==> src/rtl/hazard_scoreboard.sv <==
// Hazard unit plus one-deep multi-cycle scoreboard; optional stall/flush counters via HAZARD_SCOREBOARD_PERF_EN.
// Latency: forwarding/stall/flush are combinational; mc_busy/mc_done/mc_rd update one edge after the cause.
// Backpressure: no handshake; stall_f/stall_d hold upstream stages, and an issue into a busy unit is dropped.
module hazard_scoreboard #(
    parameter int REG_AW = 5,
    parameter int LAT_W  = 4,
    parameter int PERF_W = 32
) (
    input  logic              clk,
    input  logic              rst,
    input  logic [REG_AW-1:0] rs1_d,
    input  logic [REG_AW-1:0] rs2_d,
    input  logic [REG_AW-1:0] rd_d,
    input  logic              regwrite_d,
    input  logic              mc_op_d,
    input  logic [REG_AW-1:0] rs1_e,
    input  logic [REG_AW-1:0] rs2_e,
    input  logic [REG_AW-1:0] rd_e,
    input  logic              load_e,
    input  logic              pcsrc_e,
    input  logic              mc_start_e,
    input  logic [LAT_W-1:0]  mc_lat_e,
    input  logic [REG_AW-1:0] rd_m,
    input  logic              regwrite_m,
    input  logic [REG_AW-1:0] rd_w,
    input  logic              regwrite_w,
    output logic              stall_f,
    output logic              stall_d,
    output logic              flush_d,
    output logic              flush_e,
    output logic [1:0]        fwd_a_e,
    output logic [1:0]        fwd_b_e,
    output logic              mc_busy,
    output logic              mc_done,
`ifdef HAZARD_SCOREBOARD_PERF_EN
    output logic [REG_AW-1:0] mc_rd,
    output logic [PERF_W-1:0] perf_lu,
    output logic [PERF_W-1:0] perf_sb,
    output logic [PERF_W-1:0] perf_fl
`else
    output logic [REG_AW-1:0] mc_rd
`endif
);

    localparam logic [1:0] FWD_RF = 2'b00;
    localparam logic [1:0] FWD_WB = 2'b01;
    localparam logic [1:0] FWD_MEM = 2'b10;

    logic              mc_busy_q, mc_busy_d;
    logic              mc_done_q, mc_done_d;
    logic [LAT_W-1:0]  mc_cnt_q, mc_cnt_d;
    logic [REG_AW-1:0] mc_rd_q, mc_rd_d;

    logic              lu_stall;
    logic              sb_stall;
    logic              any_stall;
    logic              cnt_is_one;
    logic              mc_accept;
    logic [LAT_W-1:0]  lat_eff;

    // Memory-stage result is younger than writeback, so it wins on a double match.
    always_comb begin
        fwd_a_e = FWD_RF;
        if (regwrite_m && (rd_m != '0) && (rd_m == rs1_e)) begin
            fwd_a_e = FWD_MEM;
        end else if (regwrite_w && (rd_w != '0) && (rd_w == rs1_e)) begin
            fwd_a_e = FWD_WB;
        end
    end

    always_comb begin
        fwd_b_e = FWD_RF;
        if (regwrite_m && (rd_m != '0) && (rd_m == rs2_e)) begin
            fwd_b_e = FWD_MEM;
        end else if (regwrite_w && (rd_w != '0) && (rd_w == rs2_e)) begin
            fwd_b_e = FWD_WB;
        end
    end

    // An x0 destination occupies the unit but never causes a RAW/WAW match.
    always_comb begin
        lu_stall  = load_e && (rd_e != '0) && ((rd_e == rs1_d) || (rd_e == rs2_d));
        sb_stall  = mc_busy_q &&
                    (((mc_rd_q != '0) && ((mc_rd_q == rs1_d) || (mc_rd_q == rs2_d))) ||
                     (regwrite_d && (mc_rd_q != '0) && (rd_d == mc_rd_q)) ||
                     mc_op_d);
        any_stall = lu_stall || sb_stall;
        stall_f   = any_stall && !pcsrc_e;
        stall_d   = any_stall && !pcsrc_e;
        flush_d   = pcsrc_e;
        flush_e   = pcsrc_e || any_stall;
    end

    // A new issue is only taken when idle or in the final count cycle of the current op.
    always_comb begin
        cnt_is_one = (mc_cnt_q == LAT_W'(1));
        lat_eff    = (mc_lat_e == '0) ? LAT_W'(1) : mc_lat_e;
        mc_accept  = mc_start_e && (!mc_busy_q || cnt_is_one);
        mc_done_d  = mc_busy_q && cnt_is_one;
        mc_busy_d  = mc_busy_q;
        mc_cnt_d   = mc_cnt_q;
        mc_rd_d    = mc_rd_q;
        if (mc_accept) begin
            mc_busy_d = 1'b1;
            mc_cnt_d  = lat_eff;
            mc_rd_d   = rd_e;
        end else if (mc_busy_q) begin
            if (cnt_is_one) begin
                mc_busy_d = 1'b0;
                mc_cnt_d  = '0;
            end else begin
                mc_cnt_d  = mc_cnt_q - LAT_W'(1);
            end
        end
    end

    always_ff @(posedge clk or negedge rst) begin
        if (!rst) begin
            mc_busy_q <= 1'b0;
            mc_done_q <= 1'b0;
            mc_cnt_q  <= '0;
            mc_rd_q   <= '0;
        end else begin
            mc_busy_q <= mc_busy_d;
            mc_done_q <= mc_done_d;
            mc_cnt_q  <= mc_cnt_d;
            mc_rd_q   <= mc_rd_d;
        end
    end

    assign mc_busy = mc_busy_q;
    assign mc_done = mc_done_q;
    assign mc_rd   = mc_rd_q;

`ifdef HAZARD_SCOREBOARD_PERF_EN
    logic [PERF_W-1:0] perf_lu_q, perf_lu_d;
    logic [PERF_W-1:0] perf_sb_q, perf_sb_d;
    logic [PERF_W-1:0] perf_fl_q, perf_fl_d;

    // Counters stick at all-ones rather than wrapping.
    always_comb begin
        perf_lu_d = perf_lu_q;
        perf_sb_d = perf_sb_q;
        perf_fl_d = perf_fl_q;
        if (lu_stall && (perf_lu_q != '1)) perf_lu_d = perf_lu_q + PERF_W'(1);
        if (sb_stall && (perf_sb_q != '1)) perf_sb_d = perf_sb_q + PERF_W'(1);
        if (pcsrc_e && (perf_fl_q != '1))  perf_fl_d = perf_fl_q + PERF_W'(1);
    end

    always_ff @(posedge clk or negedge rst) begin
        if (!rst) begin
            perf_lu_q <= '0;
            perf_sb_q <= '0;
            perf_fl_q <= '0;
        end else begin
            perf_lu_q <= perf_lu_d;
            perf_sb_q <= perf_sb_d;
            perf_fl_q <= perf_fl_d;
        end
    end

    assign perf_lu = perf_lu_q;
    assign perf_sb = perf_sb_q;
    assign perf_fl = perf_fl_q;
`endif

endmodule
==> config.mk <==
export PLATFORM = sky130hd
export DESIGN_NAME = hazard_scoreboard
export DESIGN_NICKNAME = d
export VERILOG_FILES = /design/src/rtl/hazard_scoreboard.sv
export SDC_FILE = /design/constraint.sdc
export NUM_CORES = 1
export LEC_CHECK = 0
export ABC_AREA = 1
export CAP_MARGIN = 0
export CELL_PAD_IN_SITES_DETAIL_PLACEMENT = 0
export CELL_PAD_IN_SITES_GLOBAL_PLACEMENT = 1
export CORE_MARGIN = 4
export CORE_UTILIZATION = 23
export DETAILED_ROUTE_END_ITERATION = 8
export GPL_TIMING_DRIVEN = 0
export PLACE_DENSITY_LB_ADDON = 0.1
export REMOVE_ABC_BUFFERS = 1
export SYNTH_ARGS = -nofsm -noshare
export SYNTH_HDL_FRONTEND = slang
export SYNTH_SLANG_ARGS = --single-unit
export TNS_END_PERCENT = 1
==> constraint.sdc <==
create_clock -name clk -period 1.5 [get_ports clk]
set_clock_uncertainty 0.2 [all_clocks]
set_input_delay 0.225 -clock clk [delete_from_list [all_inputs] [get_ports clk]]
set_output_delay 0.225 -clock clk [all_outputs]
set_load 0.02 [all_outputs]
== Word-level counts from Yosys, hierarchy flattened ==
Cells that the tools add are included.

* $add $sub $neg: 1
* Eq/ne operators: 10
* Multiplexer cells: 11
* Reductions and logical operators: 30

{| class="wikitable"
|+ Operator list
! operator !! number
|-
| == test 5 bit || 9
|-
| nonzero test 5 bit || 4
|-
| two-way mux 4 bit || 4
|-
| logical AND 1 bit || 15
|-
| logical OR 1 bit || 7
|-
| two-way mux 1 bit || 5
|-
| == test 4 x 1 -> 1 bit (second input constant) || 1
|-
| logical NOT 4 bit || 1
|-
| two-way mux 2 bit || 2
|-
| subtractor 4 x 1 -> 4 bit (second input constant) || 1
|-
| logical NOT 1 bit || 2
|-
| nonzero test 2 bit || 1
|}

* Register bits: 11
* Input port bits: 53
* Output and inout bits: 15

== Depth between registers and ports, before layout ==
Gate-level depths: netlist (run 1).

* Word-level depth: 8
* Mapped depth: 11
* Mapped depth without buffers: 10

== Least setup slack after synthesis (run 1) ==
No wires, ideal clock.

* Path type: register to output
* Start point: reg mc_rd_q[2], in the netlist mc_rd[2]
* End point: out stall_f
* Data arrival time: 1.553 ns
* Path slack: -0.478 ns
* Cell stages (with the launch flop): 12
* Cells stage by stage: dfrtp_1 inv_1 nand2_1 nand2_1 nor2_1 nand3_1 nand2_1 nand2_1 nand3_2 nand2_2 a21oi_2 buf_4

* Cells in the longest elaborated chain, start to end: 8
* Elaborated cells between the ends (all ways): 13

{| class="wikitable"
|+ RTL lines
! what !! RTL line !! RTL
|-
| start: declaration || 52 || <nowiki>logic [REG_AW-1:0] mc_rd_q, mc_rd_d;</nowiki>
|-
| start signal: assignment || 127 || <nowiki>mc_rd_q <= mc_rd_d;</nowiki>
|-
| == test 5 bit or nonzero test 5 bit (tied branches) || 84, 85 ||
|-
| logical OR 1 bit or logical AND 1 bit (tied branches) || 84, 85 ||
|-
| logical AND 1 bit, on equally long branches || 84, 85 ||
|-
| logical OR 1 bit (*) || 84 || <nowiki>(((mc_rd_q != '0) && ((mc_rd_q == rs1_d) || (mc_rd_q == rs2_d))) ||</nowiki>
|-
| logical OR 1 bit (*) || 85 || <nowiki>(regwrite_d && (mc_rd_q != '0) && (rd_d == mc_rd_q)) ||</nowiki>
|-
| logical AND 1 bit (*) || 83 || <nowiki>sb_stall = mc_busy_q &&</nowiki>
|-
| logical OR 1 bit (*) || 87 || <nowiki>any_stall = lu_stall || sb_stall;</nowiki>
|-
| logical AND 1 bit (*) || n/a ||
|-
| end: declaration || 27 || <nowiki>output logic stall_f,</nowiki>
|}

Every way passes the cells marked *; elsewhere a longest branch is shown, timed or not.

== Final worst setup path (run 1) ==
* Start point: in rs2_d[2]
* End point: out stall_d

* Cells in the longest elaborated chain, start to end: 8
* Elaborated cells between the ends (all ways): 11

{| class="wikitable"
|+ RTL lines
! what !! RTL line !! RTL
|-
| start: declaration || 12 || <nowiki>input logic [REG_AW-1:0] rs2_d,</nowiki>
|-
| == test 5 bit || 84 ||
|-
| logical OR 1 bit || 84 ||
|-
| logical AND 1 bit || 84 ||
|-
| logical OR 1 bit || 84 ||
|-
| logical OR 1 bit || 85 ||
|-
| logical AND 1 bit || 83 ||
|-
| logical OR 1 bit (*) || 87 ||
|-
| logical AND 1 bit (*) || 89 || <nowiki>stall_d = any_stall && !pcsrc_e;</nowiki>
|-
| end: declaration || 28 || <nowiki>output logic stall_d,</nowiki>
|}

Marked as above.

==> metrics.txt, run 1 <==
outcome=complete, but fails checks; failing checks=setup timing; relative slew slack=0.656; grt total ovfl=0; synth top area cells=dfrtp_1 (22%), nand2_1 (17%), xnor2_1 (12%); Area Overhead vs Synth=68.7%; startpoint types=primary input; max-capacitance violation count=0; GR Layer Usage met1=0.165; initial drt markers=21; TritonCTS clock tree=built; worst-path fanout max=3; ys async rst share=1.00; layout cell share with drive strength beyond 1=0.150; fmax=~0.48 GHz; Pleak=around 1.1 nW; pin count of the biggest net entering global routing=12; GP Congestion=~0.76; Synth Flop Type=dfrtp_1; grt met3 use=0.0230; leading area contributor after synthesis=dfrtp_1; Fill cells=about 550; final routed DRC violation total=0; Core Area=approximately 5200 um2; Overall Global Routing Usage=0.113; PortBufs=67; GR Util met2=0.178; Synth Register Bits=11; Ant. Diodes=0; power density cells=roughly 1100 nW/um2; die footprint=between 6000 and 7000 um2; largest family of logic cells by synthesized area=simple AND/OR/NAND/NOR gates; dpl cells=331; via count=~1400; Post-Syn Area=between 1000 and 1500 um2; Final Setup Violations=12; Worst Tran Pin Value=between 0.5 and 0.6 ns; Total Power=2.28 mW; number of synthesized flops with an enable pin=0; Max Root-Sink Buffers=2; final-report hold violation count=0; DRT Wirelength=~3900 um; CTS Buf Count=3; io pins=68; HP Class=primary input to asynchronous set/reset pin; initial antenna violation count=0; hold_buf cts=0; RSZ-0062 raised after global routing=true; share of the synthesized area in the top cell type=0.218; min Tclk post-route=2.06 ns; drt first pass iters=4; worst skew pair latency=0.23 ns; CP required=between 1 and 1.5 ns; Mapped Avg Cell Area=about 6.4 um2; Nets=around 320; Avg WL per Cell=11.7 um; Peak supply drop=0.848 mV; Yosys cell types=23; Final Max Tran Viols=0; Setup TNS Final=-3.14 ns; post-route ant nets=0; Die Y=between 80 and 90 um; global-route wire length before repair=between 6000 and 7000 um; crit share post-route=1.38; Final WS setup=-0.565 ns; Setup Crit Path Kind=primary input to output port; area of the multi-input gates=between 900 and 1000 um2; Non-Filler Instances=337; Post-DP HPWL=roughly 3300 um; vias per cell=4.23; Initial Util=0.242; post-synthesis adder-cell area fraction=0.0199; Synth Area in XOR/XNOR=0.215; post-synthesis compound-gate area fraction=0.0933; mux contribution to synthesized area=0; clock transition at the registers of the reported paths=around 0.050 ns; Crit path arrival time=1.64 ns; CTS H-tree depth=1; endpoint type of the worst setup path=output port; Clock Root Buffer=clkbuf_8; Mapped Cells=a little under 200; Ys Warns=0; Post-Synth Simple-Gate Area=0.352; Site Rows=26; Reg area=around 280 um2; post-synthesis sequential area ratio=0.218; Die Wd=roughly 82 um; TritonCTS Sinks=11; final hold slack=around 0.13 ns; vias in the first global route=roughly 1300; final core occ=0.408; Most Used Layer, Global Route=met2
## flip-flops by register name, summed over array words and instances (netlist names)
register,flops
mc_busy,1
mc_cnt_q,4
mc_rd,5
mc_done,1
## layer usage
layer  wire length [um]  part of all wire
met5                  0                 0
met2               1730              0.44
met3                253             0.064
met4                 12            0.0030
met1               1940              0.49
## cell families (layout without fill, tap and decap cells)
group | after synthesis | after routing
AND/OR/NAND/NOR | 103 | 103
XOR/XNOR | 31 | 31
flip-flops | 11 | 11
adder cells (fa/ha/maj) | 2 | 2
buffers and inverters | 32 | 103
AO/OA/AOI/OAI | 17 | 17
## timing repair
| item | CTS | global route |
|---|---|---|
| gates resized for setup | 69 | 26 |
| setup buffers | 1 | 1 |
| gates cloned | 0 | 0 |
| pin swaps | 4 | 10 |
| endpoints found under the setup margin | 21 | 19 |
## layout make-up
cell class	count	share of cell area
clock buffers	4	0.0212
inverters	30	0.0541
multi-input cells	153	0.430
flip-flops and latches	11	0.132
well taps	70	0.0412
repair buffers	69	0.322
## stage by stage
stage,area [um2],setup slack [ns]
floorplan,1240,-0.421
global placement,2000,-1.13
detailed placement,2000,-1.16
CTS,2050,-0.593
global route,2130,-0.672
finish,2130,-0.565
## critical path, cell delays in order
cell and delay, ns:
clkdlybuf4s50_1 0.52, inv_1 0.05, nand2_1 0.05, nand2_1 0.05, nor2_1 0.09, nand3_1 0.09
nand2_1 0.06, nand2_1 0.06, nand3_2 0.08, nand2_2 0.07, a21oi_4 0.15, buf_6 0.13
## final timing paths
kind	from	to	slack, ns	cells after the start
max	rs2_d[2]	stall_d	-0.56	12
min	rst	mc_cnt_q[1]$_DFFE_PN0P_	0.13	1
max reg2reg	mc_cnt_q[0]$_DFFE_PN0P_	mc_cnt_q[3]$_DFFE_PN0P_	-0.08	8
min reg2reg	mc_rd[3]$_DFFE_PN0P_	mc_rd[3]$_DFFE_PN0P_	0.39	2
max in group asynchronous	rst	mc_rd[0]$_DFFE_PN0P_	0.59	1
min in group clk	rd_e[1]	mc_rd[1]$_DFFE_PN0P_	0.16	3
## layout by cell type (no fill, tap or decap), types with 3 or more instances in the layout
cell type / netlist / layout
nand2_1: 57 / 56
clkdlybuf4s50_1: 0 / 31
inv_1: 25 / 23
xnor2_1: 17 / 17
nor2_1: 18 / 16
dlygate4sd2_1: 0 / 15
xor2_1: 14 / 14
dlymetal6s2s_1: 0 / 10
o21ai_0: 8 / 8
nand4_1: 7 / 7
dfrtp_1: 11 / 7
inv_2: 5 / 6
nand3_1: 7 / 6
nor3_2: 0 / 5
buf_4: 2 / 5
dfrtp_2: 0 / 4
buf_6: 0 / 4
nor3_1: 8 / 3
a31oi_1: 3 / 3
clkbuf_8: 0 / 3
clkdlybuf4s15_1: 0 / 3
## where the power goes
| part | internal [mW] | switching, mW |
|---|---|---|
| clock | 0.186 | 0.104 |
| sequential | 0.449 | 0.190 |
| combinational | 0.617 | 0.737 |
| total | 1.25 | 1.03 |
## Yosys cell counts, drive strengths merged (2+ instances only)
cell and n:
dfrtp 11, a31oi 3, xnor2 17, nand2 59, nor3 8, nand3 8
o21ai 8, ha 2, xor2 14, inv 30, or2 2, a21oi 4
nor2 18, buf 2, nand4 7
Power figures use the tool's default switching activity.
==> inputs of run 2 (changes only) <==
--- a/config.mk
+++ b/config.mk
@@ -13,8 +13,9 @@
 export CORE_UTILIZATION = 23
 export DETAILED_ROUTE_END_ITERATION = 8
 export GPL_TIMING_DRIVEN = 0
-export PLACE_DENSITY_LB_ADDON = 0.1
+export PLACE_DENSITY = 0.87
 export REMOVE_ABC_BUFFERS = 1
+export SLEW_MARGIN = 30
 export SYNTH_ARGS = -nofsm -noshare
 export SYNTH_HDL_FRONTEND = slang
 export SYNTH_SLANG_ARGS = --single-unit
==> metrics.txt, run 2 (same netlist as run 1, synthesis figures left out) <==
Total Power=2.46 mW (+7.9%); post-route ant nets=0 (unchanged); Post-Place Worst Slack=-1.11 ns (+0.0550 ns); Seq pwr share=0.257 (-0.023); crit path launch=rd_e[1]; min Tclk post-route=2.09 ns (+0.0209 ns); Clk pwr share=0.120 (-0.007); max-capacitance violation count=0 (unchanged); pin count of the biggest net entering global routing=12 (unchanged); CTS Buf Count=3 (unchanged); commonest non-fill, non-tap cell in the layout=nand2_1; Ant. Diodes=0 (unchanged); io pins=68 (unchanged); Area Overhead vs Synth=72.6%; endpoint type of the worst setup path=output port; relative slew slack=0.651 (-0.00478); worst-path fanout max=4 (+1); initial antenna violation count=0 (unchanged); Clock Root Buffer=clkbuf_8; clock transition at the registers of the reported paths=0.05 ns (about the same); dpl cells=331 (unchanged); Overall Global Routing Usage=0.117 (+0.00399); Final Max Tran Viols=0 (unchanged); Core Area=5200 um2 (unchanged); final-report hold violation count=0 (unchanged); initial drt markers=31 (+48%); R2R depth=8 (unchanged); drt first pass iters=4 (unchanged); Initial Util=0.242 (unchanged); global-route wire length before repair=6380 um (+4.3%); startpoint types=primary input; Die Wd=82.0 um (unchanged); Die Y=82.0 um (unchanged); Final Setup Violations=12 (unchanged); Final WS setup=-0.586 ns (-0.0209 ns); worst skew pair latency=0.24 ns (about the same); GP Congestion=0.800 (+5.9%); Worst Tran Pin Value=0.522 ns (+0.00715 ns); RSZ-0062 raised after global routing=true; Setup TNS Final=-3.09 ns (+0.0503 ns); outcome=complete, but fails checks; Avg WL per Cell=11.2 um (-3.9%); most frequent cells in the layout=nand2_1 (54), clkdlybuf4s50_1 (29), inv_1 (22), dlygate4sd2_1 (21), xnor2_1 (17); Design Area, Final=2170 um2 (+2.3%); failing checks=setup timing; Setup Crit Path Kind=primary input to output port; final routed DRC violation total=0 (unchanged); Nets=330 (+2.2%); r2r setup slk=-0.10 ns (-0.02 ns); die footprint=6730 um2 (unchanged); Peak supply drop=0.678 mV (-20%); Gate power share=0.623 (+0.030); Pleak=1.11 nW (+1.7%); sw frac=0.439 (-0.0130); fmax=0.479 GHz (-1.0%); Crit path arrival time=1.66 ns (+0.02 ns); power density cells=1130 nW/um2 (+5.5%); Non-Filler Instances=344 (+2.1%); final hold slack=0.135 ns (+0.00306 ns); grt total ovfl=0 (unchanged); HP Class=primary input to asynchronous set/reset pin; R2R Path Start=mc_cnt_q[0]$_DFFE_PN0P_; CP required=1.07 ns (about the same); dpl cell area=2000 um2 (unchanged); CTS H-tree depth=1 (unchanged); TritonCTS clock tree=built; PortBufs=67 (unchanged); via count=1462 (+2.5%); Max Root-Sink Buffers=2 (unchanged); P_int=1.38 mW (+10%); vias per cell=4.25 (+0.44%); sw power=1.08 mW (+4.8%); Post-DP HPWL=3150 um (-5.6%); final core occ=0.418 (+0.00937); vias in the first global route=1500 (+17%); Site Rows=26 (unchanged); max FFs per register=5 (unchanged); crit share post-route=1.39 (+0.0139); TritonCTS Sinks=11 (unchanged); reg-to-reg critical path endpoint=mc_cnt_q[0]$_DFFE_PN0P_; DRT Wirelength=3870 um (-1.9%); layout cell share with drive strength beyond 1=0.186 (+0.0363)
-- run 2: cell count changes in the layout (fill, tap and decap cells not counted), sizes merged --
cell / delta
dlygate4sd2: +6
clkdlybuf4s15: -2
clkdlybuf4s50: -2
buf: +9
dlymetal6s2s: -3
clkbuf: -1
-- run 2: layout make-up --
type	count	area [um2]
repair buffers	76	729
multi-input cells	153	917
fillers	573	3030
clock buffers	4	45.0
inverters	30	115
well taps	70	87.6
flip-flops and latches	11	280
-- run 2: worst max path at each step --
stage | endpoint | slack (ns) | depth (start not counted)
after floorplan | stall_d | -0.42 | 10
after global placement | stall_f | -1.08 | 8
after detailed placement | stall_f | -1.11 | 8
after CTS | stall_f | -0.58 | 11
after global routing | stall_f | -0.71 | 11
final | stall_f | -0.59 | 9
-- run 2: metal layers --
metal	vias up	global-route usage	wire length [um]	share of wire
li1	775	-	-	-
met2	50	0.211	1890	0.49
met4	0	0.0299	36	0.0093
met3	4	0.0219	256	0.066
met1	633	0.142	1680	0.43
met5	-	0	0	0
-- run 2: power groups by stage --
| stage | sequential (mW) | combinational, mW | clock, mW |
|---|---|---|---|
| after floorplan | 0.682 | 0.706 | 0 |
| after global placement | 0.643 | 1.30 | 0 |
| after detailed placement | 0.640 | 1.32 | 0 |
| after CTS | 0.643 | 1.33 | 0.305 |
| after global routing | 0.658 | 1.74 | 0.318 |
| final | 0.632 | 1.53 | 0.296 |
-- run 2: worst max-delay path: stages --
cell and delay, ns:
clkdlybuf4s50_1 0.46, inv_2 0.10, nor2_1 0.06, nor3_2 0.21
nand3_1 0.09, nand2_1 0.08, nand3_2 0.10, a21oi_4 0.19
buf_6 0.14
-- run 2: repair_timing --
action	CTS	global route
pin swaps	5	9
setup buffers	2	7
endpoints found under the hold margin	0	0
hold buffers	0	0
endpoints found under the setup margin	21	18
resized for setup	71	28
